### config.mk
export PLATFORM = sky130hd
export DESIGN_NAME = alu_issue_ctrl_flat
export DESIGN_NICKNAME = d
export VERILOG_FILES = /design/src/rtl/alu_pkg.sv /design/src/rtl/alu_issue_ctrl_if.sv /design/src/rtl/regfile_4x4.sv /design/src/rtl/alu_issue_ctrl.sv /design/src/flat_wrapper.sv
export SDC_FILE = /design/constraint.sdc
export NUM_CORES = 1
export LEC_CHECK = 0
export ABC_AREA = 1
export BUFFER_PORTS_ARGS = -buffer_cell sky130_fd_sc_hd__buf_2
export CAP_MARGIN = 40
export CELL_PAD_IN_SITES_DETAIL_PLACEMENT = 0
export CELL_PAD_IN_SITES_GLOBAL_PLACEMENT = 1
export CORE_MARGIN = 2
export CORE_UTILIZATION = 37
export CTS_BUF_LIST = sky130_fd_sc_hd__clkbuf_8
export DETAILED_ROUTE_END_ITERATION = 10
export PLACE_DENSITY_LB_ADDON = 0.1
export SLEW_MARGIN = 5
export SYNTH_ARGS = -nofsm -noshare
export SYNTH_HDL_FRONTEND = slang
export SYNTH_HIERARCHICAL = 1
export SYNTH_SLANG_ARGS = --single-unit
### constraint.sdc
create_clock -name CLK -period 2 [get_ports CLK]
set_input_delay 0.3 -clock CLK [delete_from_list [all_inputs] [get_ports CLK]]
set_output_delay 0.3 -clock CLK [all_outputs]
set_load 0.02 [all_outputs]
### src/rtl/alu_pkg.sv
// alu_pkg: shared op/state enums and instruction field layout
// for the ALU issue controller.
package alu_pkg;

    typedef enum logic [1:0] {
        OP_ADD = 2'b00,
        OP_SUB = 2'b01,
        OP_AND = 2'b10,
        OP_OR  = 2'b11
    } alu_op_e;

    typedef enum logic [1:0] {
        ST_IDLE = 2'b00,
        ST_EXEC = 2'b01,
        ST_RESP = 2'b10
    } state_e;

    localparam int INSTR_W = 10;
    localparam int MODE_B  = 9;
    localparam int OP_HI   = 8;
    localparam int OP_LO   = 7;
    localparam int RD_HI   = 6;
    localparam int RD_LO   = 5;
    localparam int RS1_HI  = 4;
    localparam int RS1_LO  = 3;
    localparam int RS2_HI  = 2;
    localparam int RS2_LO  = 1;
    localparam int IMM_HI  = 3;
    localparam int IMM_LO  = 0;

endpackage

### src/rtl/alu_issue_ctrl_if.sv
// alu_issue_ctrl_if: instruction, executor and result signals
// between the issue controller (slave) and its environment (master).
interface alu_issue_ctrl_if
    import alu_pkg::*;
#(
    parameter int CNT_W = 8
);
    logic               INSTR_VALID;
    logic               INSTR_READY;
    logic [INSTR_W-1:0] INSTR;
    logic [3:0]         A;
    logic [3:0]         B;
    logic [1:0]         ALU_CONT;
    logic [3:0]         ALU_OUT;
    logic               RES_VALID;
    logic               RES_READY;
    logic [3:0]         RES_DATA;
    logic [1:0]         RES_RD;
    logic [CNT_W-1:0]   ISSUE_CNT;

    modport master (
        output INSTR_VALID, INSTR, ALU_OUT, RES_READY,
        input  INSTR_READY, A, B, ALU_CONT,
        input  RES_VALID, RES_DATA, RES_RD, ISSUE_CNT
    );

    modport slave (
        input  INSTR_VALID, INSTR, ALU_OUT, RES_READY,
        output INSTR_READY, A, B, ALU_CONT,
        output RES_VALID, RES_DATA, RES_RD, ISSUE_CNT
    );

endinterface

### src/rtl/regfile_4x4.sv
// regfile_4x4: four 4-bit registers, two async read ports,
// one sync write port, sync clear with priority over write.
module regfile_4x4 (
    input  logic       i_clk,
    input  logic       i_clr,
    input  logic       i_we,
    input  logic [1:0] i_waddr,
    input  logic [3:0] i_wdata,
    input  logic [1:0] i_raddr0,
    input  logic [1:0] i_raddr1,
    output logic [3:0] o_rdata0,
    output logic [3:0] o_rdata1
);
    logic [3:0] r_mem [4];

    always_ff @(posedge i_clk) begin
        if (i_clr) begin
            for (int i = 0; i < 4; i++) begin
                r_mem[i] <= '0;
            end
        end else if (i_we) begin
            r_mem[i_waddr] <= i_wdata;
        end
    end

    assign o_rdata0 = r_mem[i_raddr0];
    assign o_rdata1 = r_mem[i_raddr1];

endmodule

### src/rtl/alu_issue_ctrl.sv
// alu_issue_ctrl: accepts ALU/LDI instructions, drives an external
// ALU executor and returns results over a valid/ready channel.
module alu_issue_ctrl
    import alu_pkg::*;
#(
    parameter int CNT_W = 8
) (
    input logic CLK,
    input logic RST,
    alu_issue_ctrl_if.slave bus
);
    state_e           r_state;
    logic             r_ready;
    logic             r_res_valid;
    logic [3:0]       r_a;
    logic [3:0]       r_b;
    logic [1:0]       r_alu;
    logic [1:0]       r_rd;
    logic [3:0]       r_res_data;
    logic [CNT_W-1:0] r_cnt;

    logic       w_hs;
    logic       w_ldi;
    logic       w_exec;
    logic       w_we;
    logic [1:0] w_op;
    logic [1:0] w_rd;
    logic [1:0] w_rs1;
    logic [1:0] w_rs2;
    logic [1:0] w_waddr;
    logic [3:0] w_imm;
    logic [3:0] w_wdata;
    logic [3:0] w_rdata0;
    logic [3:0] w_rdata1;

    assign w_ldi  = bus.INSTR[MODE_B];
    assign w_op   = bus.INSTR[OP_HI:OP_LO];
    assign w_rd   = bus.INSTR[RD_HI:RD_LO];
    assign w_rs1  = bus.INSTR[RS1_HI:RS1_LO];
    assign w_rs2  = bus.INSTR[RS2_HI:RS2_LO];
    assign w_imm  = bus.INSTR[IMM_HI:IMM_LO];
    assign w_hs   = bus.INSTR_VALID & r_ready;
    assign w_exec = (r_state == ST_EXEC);

    // LDI writes at its handshake, ALU ops at the end of EXEC; never both.
    assign w_we    = w_exec | (w_hs & w_ldi);
    assign w_waddr = w_exec ? r_rd : w_rd;
    assign w_wdata = w_exec ? bus.ALU_OUT : w_imm;

    regfile_4x4 u_rf (
        .i_clk    (CLK),
        .i_clr    (RST),
        .i_we     (w_we),
        .i_waddr  (w_waddr),
        .i_wdata  (w_wdata),
        .i_raddr0 (w_rs1),
        .i_raddr1 (w_rs2),
        .o_rdata0 (w_rdata0),
        .o_rdata1 (w_rdata1)
    );

    always_ff @(posedge CLK) begin
        if (RST) begin
            r_state     <= ST_IDLE;
            r_ready     <= 1'b0;
            r_res_valid <= 1'b0;
            r_a         <= '0;
            r_b         <= '0;
            r_alu       <= '0;
            r_rd        <= '0;
            r_res_data  <= '0;
            r_cnt       <= '0;
        end else begin
            unique case (r_state)
                ST_IDLE: begin
                    r_ready <= 1'b1;
                    if (w_hs) begin
                        r_ready <= 1'b0;
                        r_rd    <= w_rd;
                        if (w_ldi) begin
                            r_res_data  <= w_imm;
                            r_res_valid <= 1'b1;
                            r_state     <= ST_RESP;
                        end else begin
                            r_a     <= w_rdata0;
                            r_b     <= w_rdata1;
                            r_alu   <= w_op;
                            r_state <= ST_EXEC;
                        end
                    end
                end
                ST_EXEC: begin
                    r_a         <= '0;
                    r_b         <= '0;
                    r_alu       <= '0;
                    r_res_data  <= bus.ALU_OUT;
                    r_res_valid <= 1'b1;
                    r_state     <= ST_RESP;
                end
                ST_RESP: begin
                    if (bus.RES_READY) begin
                        r_res_valid <= 1'b0;
                        r_ready     <= 1'b1;
                        r_cnt       <= r_cnt + {{(CNT_W-1){1'b0}}, 1'b1};
                        r_state     <= ST_IDLE;
                    end
                end
                default: begin
                    r_ready <= 1'b0;
                    r_state <= ST_IDLE;
                end
            endcase
        end
    end

    assign bus.INSTR_READY = r_ready;
    assign bus.A           = r_a;
    assign bus.B           = r_b;
    assign bus.ALU_CONT    = r_alu;
    assign bus.RES_VALID   = r_res_valid;
    assign bus.RES_DATA    = r_res_data;
    assign bus.RES_RD      = r_rd;
    assign bus.ISSUE_CNT   = r_cnt;

endmodule

### src/flat_wrapper.sv
// flat-port wrapper written by rule: the top's interface ports become plain ports
module alu_issue_ctrl_flat import alu_pkg::*;
#(
    parameter int CNT_W = 8
)
  (CLK, RST, bus_INSTR_VALID, bus_INSTR, bus_ALU_OUT, bus_RES_READY, bus_INSTR_READY, bus_A, bus_B, bus_ALU_CONT, bus_RES_VALID, bus_RES_DATA, bus_RES_RD, bus_ISSUE_CNT);
  alu_issue_ctrl_if #(.CNT_W(CNT_W)) bus_i ();
  input logic CLK;
  input logic RST;
  input wire logic [$bits(bus_i.INSTR_VALID)-1:0] bus_INSTR_VALID;
  input wire logic [$bits(bus_i.INSTR)-1:0] bus_INSTR;
  input wire logic [$bits(bus_i.ALU_OUT)-1:0] bus_ALU_OUT;
  input wire logic [$bits(bus_i.RES_READY)-1:0] bus_RES_READY;
  output wire logic [$bits(bus_i.INSTR_READY)-1:0] bus_INSTR_READY;
  output wire logic [$bits(bus_i.A)-1:0] bus_A;
  output wire logic [$bits(bus_i.B)-1:0] bus_B;
  output wire logic [$bits(bus_i.ALU_CONT)-1:0] bus_ALU_CONT;
  output wire logic [$bits(bus_i.RES_VALID)-1:0] bus_RES_VALID;
  output wire logic [$bits(bus_i.RES_DATA)-1:0] bus_RES_DATA;
  output wire logic [$bits(bus_i.RES_RD)-1:0] bus_RES_RD;
  output wire logic [$bits(bus_i.ISSUE_CNT)-1:0] bus_ISSUE_CNT;
  assign bus_i.INSTR_VALID = bus_INSTR_VALID;
  assign bus_i.INSTR = bus_INSTR;
  assign bus_i.ALU_OUT = bus_ALU_OUT;
  assign bus_i.RES_READY = bus_RES_READY;
  assign bus_INSTR_READY = bus_i.INSTR_READY;
  assign bus_A = bus_i.A;
  assign bus_B = bus_i.B;
  assign bus_ALU_CONT = bus_i.ALU_CONT;
  assign bus_RES_VALID = bus_i.RES_VALID;
  assign bus_RES_DATA = bus_i.RES_DATA;
  assign bus_RES_RD = bus_i.RES_RD;
  assign bus_ISSUE_CNT = bus_i.ISSUE_CNT;
  alu_issue_ctrl #(.CNT_W(CNT_W)) u_core (.CLK(CLK), .RST(RST), .bus(bus_i));
endmodule
After elaboration in Yosys (flattened, before gate mapping)
Memory sizes are Yosys's and may differ from the RTL's.
Index checks and enable logic that the tools add are counted.
{ "word_totals": {"word_cells": 65, "regBits": 28, "output_inout_bits": 26, "input_bits": 18, "mem_count": 1, "mem_bits_rw": 16} }
{ "memory_table": {"columns": ["name", "words", "width", "rd", "rd_clocked_by_memory_dff", "write_ports", "line", "rtl"], "rows": [
  ["u_core.u_rf.r_mem", 4, 4, 2, 0, 4, "regfile_4x4.sv:14", "logic [3:0] r_mem [4];"]
]} }
{ "op_classes": {"n_reduce_logical": 11, "muxes": 33, "add_sub_neg": 1, "n_bitwise": 4, "eq_ne": 6} }
{ "op_table": {"columns": ["cell", "count"], "rows": [
  ["4-bit two-way mux", 8],
  ["4-bit one-hot mux with 2 select lines", 3],
  ["2-bit two-way mux", 7],
  ["1-bit two-way mux", 11],
  ["8-bit by 1-bit adder with 8-bit output (second input constant)", 1],
  ["2-bit AND reduction", 4],
  ["2-bit inequality test (second input constant)", 3],
  ["1-bit one-hot mux with 3 select lines", 2],
  ["2-bit one-hot mux with 3 select lines", 1],
  ["3-bit AND reduction", 2],
  ["2-bit one-hot mux with 2 select lines", 1],
  ["4-bit AND reduction", 1],
  ["4-bit OR reduction", 1],
  ["3-bit nonzero test", 1],
  ["1-bit AND", 2],
  ["2-bit by 1-bit equality test with 1-bit output (second input constant)", 1],
  ["2-bit equality test (second input constant)", 1],
  ["2-bit logical NOT", 1],
  ["2-bit by 1-bit inequality test with 1-bit output (second input constant)", 1],
  ["2-bit nonzero test", 1],
  ["1-bit inverter", 1],
  ["1-bit OR", 1]
]} }

Longest topological paths before layout
Gate-level depths: netlist of run 1.
{ "logic_depth": {"depth_word": 8, "mapped_depth": 9, "mapped_depth_nobuf": 9} }

Hierarchy
The synthesis of run 1 kept the hierarchy.
{ "modules_own_cells": {"columns": ["module", "area_per_inst_um2", "cells_per_inst", "seq_area_each_um2", "n_inst"], "rows": [
  ["alu_issue_ctrl", 1425.1, 206, 560.5, 1],
  ["regfile_4x4", 953.4, 128, 480.5, 1]
]} }

Worst setup path after synthesis of run 1
Ideal clock, no wire load.
{ "synth_path": {"path_kind": "flip-flop to flip-flop", "from": "reg u_core.r_state[1]", "to": "mem u_core.u_rf.r_mem[2][0], enable pin", "setup_ns": 0.361, "path_stages_with_launch": 8, "required_time_ns": 1.639, "slack_ns": 0.027, "n_path_buf": 1, "arrival_time_ns": 1.611, "path_cell_list": "dfxtp_1 inv_1 ha_1 inv_1 buf_2 o21ai_0 nand2_1 o21ai_0"} }
{ "synth_lines": {"columns": ["element", "line", "rtl"], "rows": [
  ["from (decl)", "alu_issue_ctrl.sv:12", "state_e r_state;"],
  ["from (signal assigned)", "alu_issue_ctrl.sv:64", "r_state <= ST_IDLE;"],
  ["from (signal assigned)", "alu_issue_ctrl.sv:83", "r_state <= ST_RESP;"],
  ["from (signal assigned)", "alu_issue_ctrl.sv:88", "r_state <= ST_EXEC;"],
  ["to (decl)", "regfile_4x4.sv:14", null]
]} }

==> results by group, run 1 <==
Layout
  – Inserted Diodes: 0
  – Area grow syn2layout: 16.5%
  – Util after Layout: between 40% and 50%
  – Layout Nets: approximately 410
  – Finished Cell Area: 2770 µm²
  – Fin cells: 459
  – Share of layout cells above drive strength 1: 18.3%

Global route
  – GR Overflow Total: 0
  – All-Layer GR Usage: 15.9%
  – Initial antenna violation count: 0
  – Vias in the first global route: 1968
  – First-pass GRT wire length: 9000 µm
  – Largest net degree at the start of global routing: 21

Routing
  – DR iter-0 viols: 92
  – Antenna-violating nets left: 0
  – DRC: 0
  – Via density: 4.69
  – Detailed Route WL: 5460 µm
  – First-pass DRT Iterations: 4
  – Per-cell routed wire length: 11.9 µm
  – Via count: approximately 2200

Worst setup path
  – Setup CP Type: reg2reg
  – CP dominant cell by count: inv_2
  – CP Cell Sequence: inv_1 > ha_1 > inv_2 > o21ai_0 > inv_2 > nor2_2 > nand3_2 > nand2_1
  – R2R depth: 8
  – Worst-path maximum fanout: 8
  – CP Launch Type: flop
  – Reg2reg end: u_core/u_rf/r_mem[1][0]
  – Delay-heaviest family, CP: simple AND/OR/NAND/NOR gates
  – Slowest-stage cell, CP: dfxtp_1
  – Arr. time, crit path: 1760 ps
  – Slowest stage delay, CP: 320 ps
  – Reg2Reg Setup Slack: 240 ps
  – Critical path endpoint category: flop
  – Worst r2r src: u_core/r_state[1]
  – Buf+Inv Stages, Crit Path: 3
  – Required @ worst endpoint: 2000 ps

Clocking
  – Sinks on Clock Net: 44
  – Num CTS Buffers: 5
  – Cts-stage hold buffer count: 0
  – Post-CTS setup buffers: 0
  – Resized Gates After CTS: 0
  – Clk_lat worst skew: 300 ps
  – Reg clk slew, reported paths: 90 ps
  – CTS root buffer: clkbuf_8
  – H-tree depth: 2
  – Clk buf depth: 2
  – CTS tree: done

Yosys
  – Post-Syn Instances: 334
  – Synth top cells by count: 102 x nand2_1, 51 x inv_1, 37 x nor2_1
  – Largest cells by area after synthesis: dfxtp_1 24%, edfxtp_1 20%, nand2_1 16%
  – Sequential area share after synthesis: 43.8%
  – Mapped cell area: 2380 µm²
  – Synthesized flop and latch total: 44
  – Warning count from the yosys run: 6
  – Syn Nets: 358
  – Most numerous cell in the Yosys netlist: nand2_1
  – Async SR Flop Fraction: 0%
  – Yosys top cell area share: between 20% and 30%
  – Largest area contributor in the netlist: dfxtp_1
  – Syn Area/Cell: 7.12 µm²
  – Number of synthesized flops with an enable pin: 16
  – Synth Flop Type: dfxtp_1
  – Unique cell type count in the Yosys netlist: 22

Floorplan
  – Die H: around 84 µm
  – Initial Util: 37.9%
  – Die Wd: 84.2 µm
  – FP Rows: 29
  – Num ports: between 40 and 50
  – Die Area: 7090 µm²
  – CORE AREA: between 6000 and 7000 µm²

Timing
  – Final setup fails: 0
  – Final Hold Vio Count: 0
  – RSZ-0062 raised after global routing: false
  – Max Clock Skew: 13.4 ps
  – Final Critical Period: between 1500 and 2000 ps
  – Worst Max-Slew Pin Slew: 539 ps
  – Fin crit share: a little under 90%
  – Setup total negative slack: 0 ps
  – Max Clock Freq: 567 MHz
  – Final Max Slew Viols: 0
  – Max_slew headroom: 63.7%

Place
  – Port-buffer cells: 43
  – RePlAce Congestion: about 0.81
  – Post-DP HPWL: 4140 µm
  – Dpl cells: ~450
  – Post-DP Area: 2660 µm²

Worst hold path
  – Worst Min Path Start: bus_INSTR[7]
  – Hold Crit Depth: 3
  – Worst Hold Class: in2reg
  – Worst Hold End: u_core/bus.ALU_CONT[0]

Power
  – Pwr/cell area: between 1000 and 1500 nW/µm²
  – Leakage: 1.42 nW
  – Maximum vdd ir drop: around 0.55 mV

Outcome
  – Status: completed

Run
  – Max Cap Viol: 0
[final cells by class]
cell class | count | area [µm²]
clock buffer | 5 | 68.8
multi-input combinational | 226 | 1050
inverter | 55 | 206
fill | 709 | 3510
timing repair buffer | 49 | 260
sequential | 44 | 1040
clock inverter | 3 | 45.0
tap | 77 | 96.3
[how the worst max path moves through the flow]
stage	from	to	cells past startpoint
detailed placement	u_core/r_state[1]	u_core/u_rf/r_mem[2][0]	7
global placement	u_core/r_state[1]	u_core/u_rf/r_mem[2][0]	7
CTS	u_core/r_state[1]	u_core/u_rf/r_mem[2][2]	7
floorplan	u_core/r_state[1]	u_core/u_rf/r_mem[2][0]	7
finish	u_core/r_state[1]	u_core/u_rf/r_mem[1][0]	8
global route	u_core/r_state[1]	u_core/u_rf/r_mem[2][0]	8
[metrics by stage]
stage | setup slack [ps] | hold slack (ps) | total power [mW]
final | 236 | 225 | 3.40
after global routing | 26.3 | 242 | 3.67
after CTS | 111 | 221 | 3.44
after detailed placement | 132 | 455 | 2.72
after global placement | 232 | 452 | 2.72
after floorplan | 27.1 | 442 | 2.37
[routing by layer]
layer  wire length [µm]  share of wire [%]  GRT usage, %  vias to the layer above
met5                  0                  0             0                        -
met4                 44               0.81          4.84                        0
met3                222                4.1          3.44                        4
met2               2600                 48          27.2                       40
met1               2600                 48          20.0                      967
li1                   -                  -             -                     1142
[worst min-delay path: cells and delay by family]
family | cells | cell delay [ps]
buf+inv | 1 | 70
simple gates | 1 | 70
compound gates | 1 | 50
[registers in the layout (all words and copies together), names as in the netlist, 2 cells and up]
signal and cells:
u_core/bus.A 4, u_core/bus.ISSUE_CNT 8, u_core/bus.ALU_CONT 2, u_core/r_state 2, u_core/bus.RES_RD 2, u_core/u_rf/r_mem 16, u_core/bus.B 4, u_core/bus.RES_DATA 4
[logic make-up after synthesis]
group | share of synthesized area [%]
XOR/XNOR | 0.368
flip-flops | 43.8
AND/OR/NAND/NOR | 33.6
AO/OA/AOI/OAI | 7.21
adder cells (fa/ha/maj) | 3.16
buffers and inverters | 11.9
[where the power goes]
group          leakage [nW]  switching, mW  internal (mW)
registers             0.394         0.0941           1.14
logic                 0.964          0.994          0.474
clock network        0.0591          0.330          0.378
[placed cells by master (no fill, tap or decap), drive strengths merged]
master    n
dfxtp    28
xor2      1
a31oi     1
inv      57
nand4     6
nor3      7
a21oi    24
bufinv    1
nand2   106
ha        6
buf      49
clkbuf    5
nor2     38
edfxtp   16
nand3    28
o21ai     9
Power figures use the tool's default switching activity.
==> run 2, diff against run 1 <==
--- a/config.mk
+++ b/config.mk
@@ -10,7 +10,6 @@
 export CAP_MARGIN = 40
 export CELL_PAD_IN_SITES_DETAIL_PLACEMENT = 0
 export CELL_PAD_IN_SITES_GLOBAL_PLACEMENT = 1
-export CORE_MARGIN = 2
 export CORE_UTILIZATION = 37
 export CTS_BUF_LIST = sky130_fd_sc_hd__clkbuf_8
 export DETAILED_ROUTE_END_ITERATION = 10
==> run 2 against run 1 <==
  * Clock skew about the same
  * Hold slack improved by 6.5 ps
  * Combinational power about the same
  * Fmax decreased by 2.3%
  * Highest routed layer unchanged
==> results by group, run 2 (synthesis gave the netlist of run 1 again) <==
Routing
  – Detailed Route WL: 5570 µm (+2.0%)
  – Via count: 2126 (-1.3%)
  – First-pass DRT Iterations: 4 (unchanged)
  – Per-cell routed wire length: 12.2 µm (+2.4%)
  – Antenna-violating nets left: 0 (unchanged)
  – DR iter-0 viols: 51 (-45%)
  – Via density: 4.65 (-0.82%)
  – DRC: 0 (unchanged)

Clocking
  – H-tree depth: 2 (unchanged)
  – Sinks on Clock Net: 44 (unchanged)
  – Num CTS Buffers: 5 (unchanged)
  – Clk_lat worst skew: 300 ps (about the same)
  – Post-CTS setup buffers: 0 (unchanged)
  – Resized Gates After CTS: 0 (unchanged)
  – Clk buf depth: 2 (unchanged)
  – Reg clk slew, reported paths: 90 ps (about the same)
  – CTS tree: done
  – Cts-stage hold buffer count: 0 (unchanged)
  – CTS root buffer: clkbuf_8

Worst setup path
  – CP Launch Type: flop
  – Worst-path maximum fanout: 7 (-1)
  – Reg2reg end: u_core/u_rf/r_mem[2][3]
  – R2R depth: 7 (-1)
  – Slowest stage delay, CP: 320 ps (about the same)
  – Reg2Reg Setup Slack: 190 ps (-40 ps)
  – Arr. time, crit path: 1840 ps (+80 ps)
  – CP Cell Sequence: inv_1 > ha_1 > inv_1 > o21ai_0 > nand2_1 > o21ai_0 > buf_4
  – Worst r2r src: u_core/r_state[1]
  – Slowest-stage cell, CP: dfxtp_1
  – Setup CP Type: reg2reg
  – Crit. path cell count: 7 (-1)
  – Worst Setup EP: u_core/u_rf/r_mem[2][3]
  – Required @ worst endpoint: 2030 ps (+30 ps)
  – Critical path endpoint category: flop
  – Delay-heaviest family, CP: compound AO/OA/AOI/OAI gates
  – Buf+Inv Stages, Crit Path: 3 (unchanged)
  – Crit path from: u_core/r_state[1]

Global route
  – All-Layer GR Usage: 18.1% (+2.2 points)
  – First-pass GRT wire length: 9100 µm (+1.1%)
  – Initial antenna violation count: 0 (unchanged)
  – GR Overflow Total: 0 (unchanged)
  – Vias in the first global route: 1926 (-2.1%)
  – Largest net degree at the start of global routing: 21 (unchanged)

Power
  – Maximum vdd ir drop: 0.675 mV (+22%)
  – Leakage: 1.41 nW (-0.23%)
  – Switching part of the total power: 41.5% (-0.15 points)
  – Seq pwr share: 36.4% (+0.3 points)
  – Net switching power: 1.40 mW (-1.1%)
  – Combinational Power Share: 43.2% (about the same)
  – Clock share of power: 20.4% (-0.4 points)
  – Pwr Total: 3.38 mW (-0.69%)
  – Internal power: 1.98 mW (-0.43%)
  – Pwr/cell area: 1220 nW/µm² (-0.51%)

Timing
  – Final Critical Period: 1810 ps (+42.0 ps)
  – Fin crit share: 90.3% (+2.1 points)
  – Final setup fails: 0 (unchanged)
  – Max_slew headroom: 65.7% (+2.0 points)
  – Max Clock Skew: 13.0 ps (-0.391 ps)
  – Fin Hold WS: 232 ps (+6.54 ps)
  – Final Max Slew Viols: 0 (unchanged)
  – RSZ-0062 raised after global routing: false
  – Worst Max-Slew Pin Slew: 509 ps (-30.0 ps)
  – Setup total negative slack: 0 ps (unchanged)
  – Max Clock Freq: 554 MHz (-2.3%)
  – Final Hold Vio Count: 0 (unchanged)

Layout
  – Area grow syn2layout: 16.3%
  – Layout Nets: 405 (unchanged)
  – Share of layout cells above drive strength 1: 17.8% (-0.52 points)
  – Multi-input gate area in the final layout: 1050 µm² (unchanged)
  – Fill cell count: 676 (-4.7%)
  – Inserted Diodes: 0 (unchanged)
  – Most used cells in the layout excluding fill and tap cells: 102 x nand2_1, 51 x inv_1, 43 x buf_2
  – Most common cell after layout, fill and taps aside: nand2_1
  – Max FFs per register: 16 (unchanged)
  – Fin cells: 457 (-0.44%)
  – Biggest register: u_core/u_rf/r_mem
  – FF/Latch Area: 1040 µm² (unchanged)

Floorplan
  – Die H: 82.2 µm (-2.4%)
  – FP Rows: 28 (-3.4%)
  – Initial Util: 39.2% (+1.4 points)
  – Die Wd: 82.2 µm (-2.4%)
  – CORE AREA: 6060 µm² (-3.4%)
  – Num ports: 44 (unchanged)
  – Die Area: 6750 µm² (-4.7%)

Outcome
  – Status: completed

Worst hold path
  – Worst Hold Class: in2reg

Place
  – Post-DP HPWL: 4280 µm (+3.5%)
  – Port-buffer cells: 43 (unchanged)
  – RePlAce Congestion: 0.838 (+2.9%)
  – Dpl cells: 449 (-0.44%)

Run
  – Max Cap Viol: 0 (unchanged)
[run 2: routing by layer]
layer	part of all wire [%]	vias up	track usage [%]	wire length (µm)
met1	48	934	23.0	2690
li1	-	1143	-	-
met3	3.4	6	3.52	187
met5	0	-	0	0
met2	47	43	30.7	2640
met4	0.99	0	5.79	55
[run 2: metrics by stage]
| stage | util [%] | cell area (µm²) | setup WS, ps |
|---|---|---|---|
| 6_report | 45.6 | 2770 | 194 |
| 5_1_grt | 45.6 | 2770 | 31.9 |
| 4_1_cts | 45.6 | 2770 | 189 |
| 3_5_place_dp | 43.8 | 2660 | 183 |
| 3_3_place_gp | 43.8 | 2660 | 244 |
| 2_1_floorplan | - | 2380 | 27.1 |
[run 2: cell type report]
type | instances | area share (%)
clock buffers | 5 | 2.49
clock inverters | 3 | 1.54
inverters | 55 | 7.46
multi-input cells | 226 | 38.1
flip-flops and latches | 44 | 37.6
well taps | 75 | 3.39
repair buffers | 49 | 9.41
[run 2: worst min path at each step]
| stage | start | endpoint | slack (ps) | depth (start not counted) |
|---|---|---|---|---|
| detailed placement | u_core/bus.RES_DATA[3] | u_core/bus.RES_DATA[3] | 460 | 2 |
| global placement | u_core/bus.RES_DATA[2] | u_core/bus.RES_DATA[2] | 450 | 2 |
| CTS | bus_INSTR[8] | u_core/bus.ALU_CONT[1] | 220 | 3 |
| global route | bus_INSTR[7] | u_core/bus.ALU_CONT[0] | 250 | 3 |
| finish | bus_INSTR[8] | u_core/bus.ALU_CONT[1] | 230 | 3 |
| floorplan | bus_INSTR[7] | u_core/bus.ALU_CONT[0] | 440 | 2 |
[run 2: power by group through the flow]
| stage | Combinational, mW | Clock, mW | Sequential [mW] |
|---|---|---|---|
| final | 1.46 | 0.690 | 1.23 |
| after global routing | 1.67 | 0.744 | 1.26 |
| after CTS | 1.47 | 0.712 | 1.24 |
| after detailed placement | 1.47 | 0 | 1.26 |
| after global placement | 1.47 | 0 | 1.25 |
| after floorplan | 0.933 | 0 | 1.44 |
[run 2: tightest hold or removal path, delay by kind of cell]
family	cells	cell delay, ps
buffers and inverters	1	80
and+or+nand+nor	1	70
AOI/OAI and AO/OA	1	50
==> run 3, diff against run 2 <==
--- a/config.mk
+++ b/config.mk
@@ -10,7 +10,7 @@
 export CAP_MARGIN = 40
 export CELL_PAD_IN_SITES_DETAIL_PLACEMENT = 0
 export CELL_PAD_IN_SITES_GLOBAL_PLACEMENT = 1
-export CORE_UTILIZATION = 37
+export CORE_UTILIZATION = 41
 export CTS_BUF_LIST = sky130_fd_sc_hd__clkbuf_8
 export DETAILED_ROUTE_END_ITERATION = 10
 export PLACE_DENSITY_LB_ADDON = 0.1
==> constraint.sdc (replaced) <==
create_clock -name CLK -period 2.2 [get_ports CLK]
set_input_delay 0.33 -clock CLK [delete_from_list [all_inputs] [get_ports CLK]]
set_output_delay 0.33 -clock CLK [all_outputs]
set_load 0.02 [all_outputs]
==> run 3 against run 2 <==
  * Core utilization up 3.7 points
  * Critical path depth up 2
  * Wire length down 5.7%
  * Clock skew down 6.4 ps
  * First-iteration DRC count up 63%
  * Clock-buffer cell count unchanged
  * Die area down 9.5%
  * Hold slack better by 37 ps
  * Final cell count down 1.3%
  * Power down 11%
  * Non-clock buffer count down 3
  * Largest cell class unchanged
==> results by group, run 3 (synthesis gave the netlist of run 1 again) <==
Outcome
  – Status: completed

Layout
  – Most used cells in the layout excluding fill and tap cells: 102 x nand2_1, 52 x inv_1, 43 x buf_2
  – Fill cell count: 599 (-11%)
  – Share of layout cells above drive strength 1: 17.2% (-0.65 points)
  – Layout Nets: 402 (-0.74%)
  – Area grow syn2layout: 15.0%
  – Biggest register: u_core/u_rf/r_mem
  – FF/Latch Area: 1040 µm² (unchanged)
  – Max FFs per register: 16 (unchanged)
  – Most common cell after layout, fill and taps aside: nand2_1
  – Multi-input gate area in the final layout: 1050 µm² (unchanged)
  – Inserted Diodes: 0 (unchanged)

Worst setup path
  – Worst r2r src: u_core/r_state[1]
  – Slowest-stage cell, CP: dfxtp_1
  – R2R depth: 9 (+2)
  – Buf+Inv Stages, Crit Path: 4 (+1)
  – Setup CP Type: reg2reg
  – CP dominant cell by count: inv_1
  – Crit. path cell count: 9 (+2)
  – Reg2reg end: u_core/u_rf/r_mem[2][1]
  – Reg2Reg Setup Slack: 250 ps (+60 ps)
  – Critical path endpoint category: flop
  – Delay-heaviest family, CP: buffers and inverters
  – CP Cell Sequence: inv_1 > ha_1 > inv_1 > nand2_1 > o21ai_1 > inv_1 > nand2_1 > o21ai_0 > buf_4
  – CP Launch Type: flop
  – Worst-path maximum fanout: 11 (+4)
  – Crit path from: u_core/r_state[1]
  – Required @ worst endpoint: 2260 ps (+230 ps)
  – Slowest stage delay, CP: 340 ps (+20 ps)
  – Arr. time, crit path: 2000 ps (+160 ps)

Power
  – Pwr/cell area: 1100 nW/µm² (-9.8%)
  – Leakage: 1.40 nW (-0.81%)
  – Maximum vdd ir drop: 0.677 mV (+0.22%)
  – Pwr Total: 3.02 mW (-11%)

Clocking
  – H-tree depth: 2 (unchanged)
  – CTS root buffer: clkbuf_8
  – Cts-stage hold buffer count: 0 (unchanged)
  – Sinks on Clock Net: 44 (unchanged)
  – Clk_lat worst skew: 290 ps (about the same)
  – Resized Gates After CTS: 0 (unchanged)
  – CTS tree: done
  – Num CTS Buffers: 5 (unchanged)
  – Post-CTS setup buffers: 0 (unchanged)
  – Clk buf depth: 2 (unchanged)
  – Reg clk slew, reported paths: 80 ps (about the same)

Global route
  – Largest net degree at the start of global routing: 21 (unchanged)
  – All-Layer GR Usage: 18.0% (-0.076 points)
  – First-pass GRT wire length: 8550 µm (-6.1%)
  – Initial antenna violation count: 0 (unchanged)
  – Vias in the first global route: 1887 (-2.0%)
  – GR Overflow Total: 0 (unchanged)

Worst hold path
  – Worst Hold Class: in2reg
  – Worst Min Path Start: bus_INSTR[7]
  – Worst Hold End: u_core/bus.ALU_CONT[0]
  – Hold Crit Depth: 3 (unchanged)

Timing
  – Final Max Slew Viols: 0 (unchanged)
  – Final Hold Vio Count: 0 (unchanged)
  – Fin Hold WS: 269 ps (+37.0 ps)
  – RSZ-0062 raised after global routing: false
  – Max_slew headroom: 70.2% (+4.5 points)
  – Max Clock Skew: 6.59 ps (-6.39 ps)
  – Final Critical Period: 1950 ps (+140 ps)
  – Setup total negative slack: 0 ps (unchanged)
  – Max Clock Freq: 514 MHz (-7.2%)
  – Fin crit share: 88.5% (-1.9 points)
  – Final setup fails: 0 (unchanged)
  – Worst Max-Slew Pin Slew: 443 ps (-66.7 ps)

Routing
  – DR iter-0 viols: 83 (+63%)
  – Via density: 4.64 (-0.34%)
  – First-pass DRT Iterations: 4 (unchanged)
  – Per-cell routed wire length: 11.7 µm (-4.4%)
  – DRC: 0 (unchanged)
  – Antenna-violating nets left: 0 (unchanged)
  – Detailed Route WL: 5260 µm (-5.7%)
  – Via count: 2091 (-1.6%)

Floorplan
  – Die Area: 6110 µm² (-9.5%)
  – CORE AREA: 5540 µm² (-8.6%)
  – Num ports: 44 (unchanged)
  – Die H: 78.2 µm (-4.9%)
  – Die Wd: 78.2 µm (-4.9%)
  – FP Rows: 27 (-3.6%)
  – Initial Util: 42.9% (+3.7 points)

Place
  – Post-DP HPWL: 3990 µm (-6.9%)
  – Port-buffer cells: 43 (unchanged)
  – RePlAce Congestion: 0.857 (+2.3%)

Run
  – Max Cap Viol: 0 (unchanged)
-- run 3: worst max path at each step --
| stage | to | slack [ps] |
|---|---|---|
| 6_report | u_core/u_rf/r_mem[2][1] | 250 |
| 5_1_grt | u_core/u_rf/r_mem[0][1] | 50 |
| 4_1_cts | u_core/u_rf/r_mem[2][1] | 170 |
| 2_1_floorplan | u_core/u_rf/r_mem[2][0] | 230 |
| 3_5_place_dp | u_core/u_rf/r_mem[2][2] | 200 |
| 3_3_place_gp | u_core/u_rf/r_mem[2][2] | 300 |
-- run 3: area by class of cell --
cell class	instances	area share [%]
Sequential cell	44	38.0
Clock buffer	5	2.51
Inverter	55	7.54
Tap cell	72	3.29
Clock inverter	3	1.42
Timing Repair Buffer	46	8.69
Multi-Input combinational cell	226	38.5
-- run 3: stage by stage --
stage	util, %	setup slack, ps	cells	cell area [µm²]
floorplan	-	227	334	2380
global placement	47.4	300	443	2630
detailed placement	47.4	198	443	2630
CTS	49.4	173	451	2740
global route	49.4	49.7	451	2740
finish	49.4	254	451	2740
-- run 3: report_power, final --
| part | leakage, nW | switching [mW] | internal, mW | total [mW] |
|---|---|---|---|---|
| Sequential | 0.394 | 0.0861 | 1.03 | 1.12 |
| Combinational | 0.949 | 0.887 | 0.414 | 1.30 |
| Clock | 0.0593 | 0.265 | 0.332 | 0.598 |
-- run 3: worst min-delay path: stages --
cell     delay, ps
buf_2           80
a21oi_1         50
nor2_1          70
-- run 3: routing by layer --
metal  share of wire (%)  track usage [%]
met3                 3.6             3.84
met2                  44             28.2
met4                0.89             6.85
met5                   0                0
met1                  51             24.3
